### src/rtl/coalesce.sv
// Writeback reduction stage: passes ordinary lane results through and folds
// multi-beat vdot products into one scalar written back on the last beat.
module coalesce #(
  parameter int unsigned LANES = 4,
  parameter int unsigned W     = 16
) (
  input  logic                 clk,
  input  logic                 rst,
  input  logic                 x2_valid,
  input  logic [15:0]          x2_ins,
  input  logic                 x2_last,
  input  logic [LANES-1:0]     x2_mask,
  input  logic [LANES*W-1:0]   x2_lanes,
  output logic                 wb_valid,
  output logic [15:0]          wb_ins,
  output logic [LANES*W-1:0]   wb_lanes,
  output logic [LANES-1:0]     wb_mask,
  output logic [W-1:0]         wb_sum,
  output logic                 wb_ovf,
  output logic [7:0]           wb_beats,
  output logic                 err
);

  localparam int unsigned LW = $clog2(LANES);
  // One spare bit keeps the carry slice non-empty even for a single lane.
  localparam int unsigned SW = W + LW + 1;
  localparam logic [3:0]  OP_VDOT = 4'b1110;

  typedef enum logic [0:0] {IDLE, ACCUM} state_t;

  // C1 pipeline registers
  logic               c1_valid;
  logic [15:0]        c1_ins;
  logic               c1_last;
  logic [LANES-1:0]   c1_mask;
  logic [LANES*W-1:0] c1_lanes;
  logic [W-1:0]       c1_psum;
  logic               c1_carry;

  // C2 accumulation state
  state_t             state;
  logic [W-1:0]       acc;
  logic [15:0]        acc_ins;
  logic               acc_ovf;
  logic [7:0]         cnt;

  logic [SW-1:0]      lane_sum;
  logic               c1_vdot;
  logic               same;
  logic [W:0]         acc_add;
  logic [7:0]         cnt_inc;
  logic               ovf_sum;

  // Full-precision sum of enabled lanes
  always_comb begin
    lane_sum = '0;
    for (int i = 0; i < int'(LANES); i++) begin
      if (x2_mask[i]) lane_sum = lane_sum + SW'(x2_lanes[i*W +: W]);
    end
  end

  always_ff @(posedge clk or posedge rst) begin
    if (rst) begin
      c1_valid <= 1'b0;
      c1_ins   <= '0;
      c1_last  <= 1'b0;
      c1_mask  <= '0;
      c1_lanes <= '0;
      c1_psum  <= '0;
      c1_carry <= 1'b0;
    end else begin
      c1_valid <= x2_valid;
      c1_ins   <= x2_ins;
      c1_last  <= x2_last;
      c1_mask  <= x2_mask;
      c1_lanes <= x2_lanes;
      c1_psum  <= lane_sum[W-1:0];
      c1_carry <= |lane_sum[SW-1:W];
    end
  end

  assign c1_vdot = (c1_ins[15:12] == OP_VDOT);
  assign same    = (state == ACCUM) && c1_vdot && (c1_ins == acc_ins);
  assign acc_add = {1'b0, acc} + {1'b0, c1_psum};
  assign cnt_inc = (cnt == 8'hFF) ? cnt : cnt + 8'd1;
  assign ovf_sum = acc_ovf | c1_carry | acc_add[W];

  // C2: accumulation FSM and registered writeback
  always_ff @(posedge clk or posedge rst) begin
    if (rst) begin
      state    <= IDLE;
      acc      <= '0;
      acc_ins  <= '0;
      acc_ovf  <= 1'b0;
      cnt      <= '0;
      wb_valid <= 1'b0;
      wb_ins   <= '0;
      wb_lanes <= '0;
      wb_mask  <= '0;
      wb_sum   <= '0;
      wb_ovf   <= 1'b0;
      wb_beats <= '0;
      err      <= 1'b0;
    end else begin
      wb_valid <= 1'b0;
      err      <= 1'b0;
      if (c1_valid) begin
        // Any beat in ACCUM that does not continue the open vdot aborts it.
        err <= (state == ACCUM) && !same;
        if (!c1_vdot) begin
          state    <= IDLE;
          wb_valid <= 1'b1;
          wb_ins   <= c1_ins;
          wb_lanes <= c1_lanes;
          wb_mask  <= c1_mask;
          wb_sum   <= '0;
          wb_ovf   <= 1'b0;
          wb_beats <= '0;
        end else if (same) begin
          if (c1_last) begin
            state    <= IDLE;
            wb_valid <= 1'b1;
            wb_ins   <= c1_ins;
            wb_lanes <= '0;
            wb_mask  <= '0;
            wb_sum   <= acc_add[W-1:0];
            wb_ovf   <= ovf_sum;
            wb_beats <= cnt_inc;
          end else begin
            acc     <= acc_add[W-1:0];
            acc_ovf <= ovf_sum;
            cnt     <= cnt_inc;
          end
        end else if (c1_last) begin
          state    <= IDLE;
          wb_valid <= 1'b1;
          wb_ins   <= c1_ins;
          wb_lanes <= '0;
          wb_mask  <= '0;
          wb_sum   <= c1_psum;
          wb_ovf   <= c1_carry;
          wb_beats <= 8'd1;
        end else begin
          state   <= ACCUM;
          acc     <= c1_psum;
          acc_ins <= c1_ins;
          acc_ovf <= c1_carry;
          cnt     <= 8'd1;
        end
      end
    end
  end

endmodule

### config.mk
export PLATFORM = sky130hd
export DESIGN_NAME = coalesce
export DESIGN_NICKNAME = d
export VERILOG_FILES = /design/src/rtl/coalesce.sv
export SDC_FILE = /design/constraint.sdc
export NUM_CORES = 1
export LEC_CHECK = 0
export BUFFER_PORTS_ARGS = -buffer_cell sky130_fd_sc_hd__buf_2
export CAP_MARGIN = 15
export CORE_ASPECT_RATIO = 0.7
export CORE_MARGIN = 4
export CORE_UTILIZATION = 44
export CTS_CLUSTER_SIZE = 14
export DETAILED_ROUTE_END_ITERATION = 12
export SLEW_MARGIN = 20
export SYNTH_ARGS = -nofsm -noshare
export SYNTH_HDL_FRONTEND = slang
export SYNTH_SLANG_ARGS = --single-unit
### constraint.sdc
create_clock -name clk -period 8.63 [get_ports clk]
set_input_delay 0.863 -clock clk [delete_from_list [all_inputs] [get_ports clk]]
set_output_delay 0.863 -clock clk [all_outputs]
set_load 0.05 [all_outputs]
### Word level (Yosys, flattened, before mapping)

Index checks and enable logic that the tools add are counted.

* input port bits: 88
* register bits: 256
* word-level logic and storage cells: 83

* bitwise operators: 4
* muxes and demuxes: 40
* equality and inequality tests: 5
* reduce and logical (&&, ||, !) cells: 9
* $add $sub $neg: 5

Operator list (number)
* 16-bit two-way mux: 10
* 64-bit two-way mux: 2
* 8-bit two-way mux: 8
* 19-bit by 16-bit adder with 19-bit output: 3
* 19-bit two-way mux: 3
* 16-bit by 16-bit adder with 17-bit output: 1
* 16-bit == test: 1
* 1-bit two-way mux: 15
* 8-bit by 1-bit adder with 8-bit output (second input constant): 1
* 8-bit == test (second input constant): 1
* 4-bit two-way mux: 2
* 4-bit == test (second input constant): 1
* 2-bit AND reduction: 2
* 4-bit AND reduction: 1
* 1-bit logical AND: 3
* 3-bit != test (second input constant): 1
* 3-bit AND reduction: 1
* 3-bit OR reduction: 1
* 2-bit != test (second input constant): 1
* 1-bit inverter: 2
* 1-bit bitwise OR: 2
* 1-bit zero test: 1

### Logic depth before layout (Yosys ltp)

* depth after elaboration: 8
* gate-level depth with buffers: 32

### Worst setup path after synthesis

OpenSTA, ideal clock, no wires.

* path kind: input -> register
* start point: input x2_mask[0]
* end point: register c1_carry
* stages: 28
* arrival time: 6.170 ns
* data required time: 8.554 ns
* slack: 2.384 ns
* library setup time: 0.076 ns
* cells stage by stage: buf_4 clkbuf_1 clkbuf_1 nand2_1 fa_1 and3b_1 a311oi_1 a31o_2 a21oi_1 a21o_1 a21oi_1 xnor2_1 mux2_2 ha_1 a21o_1 a221o_1 a221o_1 a211oi_2 or3_1 a21o_1 o311ai_1 ha_1 o21ai_0 nand2_1 a41o_1 nor2b_1 and4b_1 o21ai_1

* longest elaborated chain between the ends: 8

Ends and longest elaborated chain
* from (decl): line 12 `input logic [LANES-1:0] x2_mask,`
* 16-bit two-way mux *: line 58 `if (x2_mask[i]) lane_sum = lane_sum + SW'(x2_lanes[i*W +: W]);`
* 19-bit by 16-bit adder with 19-bit output: line 58
* 19-bit two-way mux *: line 58
* 19-bit by 16-bit adder with 19-bit output: line 58
* 19-bit two-way mux *: line 58
* 19-bit by 16-bit adder with 19-bit output: line 58
* 19-bit two-way mux *: line 58
* 3-bit OR reduction *: line 78 `c1_carry <= |lane_sum[SW-1:W];`
* to (signal assigned): line 78
* to (decl): line 38 `logic c1_carry;`

Every way passes the cells marked *; elsewhere a longest branch is shown, timed or not.
A chain may end at the register's enable or synchronous reset.

### Worst setup path after layout

* start point: input x2_mask[0]
* end point: register c1_psum[15]

* longest elaborated chain between the ends: 7

Ends and longest elaborated chain
* 16-bit two-way mux *: line 58
* 19-bit by 16-bit adder with 19-bit output: line 58
* 19-bit two-way mux *: line 58
* 19-bit by 16-bit adder with 19-bit output: line 58
* 19-bit two-way mux *: line 58
* 19-bit by 16-bit adder with 19-bit output: line 58
* 19-bit two-way mux *: line 58
* net lane_sum[15]: line 47 `logic [SW-1:0] lane_sum;`
* to (signal assigned): line 77 `c1_psum <= lane_sum[W-1:0];`
* to (decl): line 37 `logic [W-1:0] c1_psum;`

Mark *: on every way through the listed nets, which the timed path passes. The rest lies on a longest branch.

==> impl_metrics.env <==
export IMPL_wl_per_cell_um=18.0
export IMPL_clock_sinks=256
export IMPL_fin_crit_ns=6.51
export IMPL_maxSlewHeadroom=0.287
export IMPL_status="completed"
export IMPL_slew_viol_final=0
export IMPL_grt_usage=0.198
export IMPL_final_fill_count=2477
export IMPL_p_per_area_nw_per_um2=252
export IMPL_synth_warnings=0
export IMPL_seq_area_frac_synth=0.527
export IMPL_rrSetupSlack_ns=5.28
export IMPL_clock_skew_ns=0.0165
export IMPL_coreArea_um2=27000
export IMPL_end_kind="register"
export IMPL_p_seq_frac=0.394
export IMPL_cts_buffers=26
export IMPL_area_growth_pct=17.9
export IMPL_crit_top_cell="ha_1"
export IMPL_worstMarginPinSlew_ns=1.07
export IMPL_route_antenna_remaining_nets=0
export IMPL_path_max_fanout=29
export IMPL_slowest_stage="xnor2_1"
export IMPL_hold_class="in2reg"
export IMPL_critical_path_max_stage_delay_ns=0.53
export IMPL_wl_um=30400
export IMPL_num_io_pins=199
export IMPL_grt_max_degree=120
export IMPL_multiInputGateArea_um2=5450
export IMPL_synth_top_cell_by_area="dfrtp_1"
export IMPL_grt_pass1_wl_um=48500
export IMPL_drive_gt1_frac=0.226
export IMPL_cts_setup_buffers=0
export IMPL_synth_seq_cells=256
export IMPL_initialDrtViolationCount=638
export IMPL_drc=0
export IMPL_synthTopCellsByCount="dfrtp_1, nand2_1, a21oi_1, o21ai_0, a22o_1"
export IMPL_setup_viol=0
export IMPL_crit_path_start_kind="primary input"
export IMPL_regArea_um2=6410
export IMPL_design_area_um2=14300
export IMPL_finalNetCount=1461
export IMPL_crit_required_ns=9.05
export IMPL_cts_tree="yes"
export IMPL_switchingPower_uw=1220
export IMPL_syn_nets=1279
export IMPL_setup_tns_final_ns=0
export IMPL_hold_buffers=0
export IMPL_ys_top_cells_by_area="dfrtp_1, ha_1, a22o_1"
export IMPL_p_sw_frac=0.337
export IMPL_p_comb_frac=0.301
export IMPL_fp_dieW_um=207
export IMPL_cts_resized=0
export IMPL_numPortBuffers=198
export IMPL_finalCritPeriodShare=0.755
export IMPL_dr_pass1_iters=5
export IMPL_yosys_most_used_dff="dfrtp_1"
export IMPL_antenna_found_initial=1
export IMPL_drv_cap=0
export IMPL_vias_per_cell=5.33
export IMPL_gr_total_overflow=0
export IMPL_root_buffer="clkbuf_16"
export IMPL_hold_violations=0
export IMPL_die_area_um2=30400
export IMPL_arrival_ns=6.93
export IMPL_rows=50
export IMPL_fmax_ghz=0.154
export IMPL_vdd_ir_drop_worst_uv=159
export IMPL_start_util=0.451
export IMPL_criticalPathCategory="in2reg"
export IMPL_hpwl_um=22300
export IMPL_grt_pass1_vias=8745
export IMPL_avgSynthCellArea_um2=10.8
export IMPL_gp_congestion=0.893
export IMPL_placed_area_um2=13500
export IMPL_num_vias=9018
export IMPL_synth_most_common_cell="dfrtp_1"
export IMPL_fp_dieH_um=147
export IMPL_synth_edf_count=0
export IMPL_netlist_cell_type_count=66
export IMPL_pwr_share_clk=0.305
export IMPL_clockBufferDepth=3
export IMPL_clk_latency_ns=0.54
export IMPL_rsz0062_at_grt="false"
export IMPL_fin_total_pwr_uw=3610
export IMPL_cts_max_level=1
export IMPL_async_flop_share=1.00
export IMPL_synth_top_area_share=0.527
export IMPL_path_clk_slew_ns=0.06
export IMPL_synth_cells=1126
export IMPL_final_util=0.531
export IMPL_leakagePower_uw=0.00704
export IMPL_p_int_uw=2390
export IMPL_netlist_area_um2=12200
==> per-stage QoR <==
stage	worst slack, ns	hold slack [ns]	cells
2_1_floorplan	0.725	0.435	1126
3_3_place_gp	1.99	0.443	1644
3_5_place_dp	1.70	0.447	1644
4_1_cts	2.24	0.394	1691
5_1_grt	1.71	0.387	1692
6_report	2.12	0.422	1692
==> cells in the final DEF (no fill, tap or decap), types with 14 or more instances in the layout <==
| cell type | count |
|---|---|
| a21oi_1 | 72 |
| nand3_1 | 23 |
| o21ai_0 | 72 |
| xor2_1 | 27 |
| ha_1 | 61 |
| mux2i_1 | 14 |
| nand2_1 | 144 |
| a22o_1 | 70 |
| mux2_2 | 30 |
| dfrtp_1 | 256 |
| xnor2_1 | 44 |
| nor2_1 | 48 |
| inv_1 | 27 |
| nor3_1 | 16 |
| clkbuf_16 | 26 |
| a21o_1 | 18 |
| buf_2 | 198 |
==> power groups by stage <==
stage	logic, uW	clock network [uW]	registers [uW]
final	1090	1100	1420
after global placement	1070	0	1440
after CTS	1090	1140	1420
after floorplan	693	0	1580
after global routing	1210	1190	1440
after detailed placement	1090	0	1440
==> flip-flops by register name (all words and copies together), names as in the netlist <==
name	count
acc_ins	16
wb_beats	8
cnt	8
c1_psum	16
acc_ovf	1
wb_ovf	1
wb_valid	1
wb_mask	4
err	1
c1_ins	16
c1_carry	1
state	1
c1_last	1
wb_sum	16
c1_lanes	64
wb_ins	16
acc	16
wb_lanes	64
c1_mask	4
c1_valid	1
==> metal layers <==
layer | track usage | vias up | share of wire
met4 | 0.0382 | 0 | 0.016
met2 | 0.283 | 206 | 0.42
met1 | 0.316 | 4391 | 0.51
met3 | 0.0368 | 33 | 0.053
li1 | - | 4388 | -
met5 | 0 | - | 0
==> worst max-delay path: cells and delay by family <==
| family | cells | cell delay, ns |
|---|---|---|
| compound gates | 7 | 2.08 |
| xor+xnor | 3 | 0.78 |
| fa+ha+maj | 4 | 1.27 |
| buf+inv | 2 | 0.43 |
| mux | 2 | 0.54 |
| simple gates | 7 | 0.95 |
==> path summary, 6_finish.rpt <==
kind,startpoint,depth (start not counted),endpoint
max in group asynchronous,rst,3,c1_lanes[38]
hold reg to reg,c1_lanes[41],1,wb_lanes[41]
min in group asynchronous,rst,2,cnt[4]
setup / recovery,x2_mask[0],25,c1_psum[15]
hold / removal,x2_ins[15],1,c1_ins[15]
setup reg to reg,c1_ins[13],6,wb_sum[3]
==> logic make-up (layout without fill, tap and decap cells) <==
kind of cell	after synthesis	after routing	synth area share
AOI/OAI and AO/OA	311	311	0.174
xor gates and xnor gates	71	71	0.0512
adders and majority gates	66	66	0.0703
buffers and inverters	81	282	0.0257
DFF	256	256	0.527
muxes	45	45	0.0403
other	0	1	0
and+or+nand+nor	296	296	0.111
==> cell type report <==
type	count	area share
timing repair buffer	204	0.0723
sequential	256	0.447
clock buffer	32	0.0505
multi-input combinational	789	0.381
antenna	1	0.000175
clock inverter	15	0.00882
inverter	31	0.00865
tap	364	0.0318
Note: power is estimated with default switching activity, not from simulation.
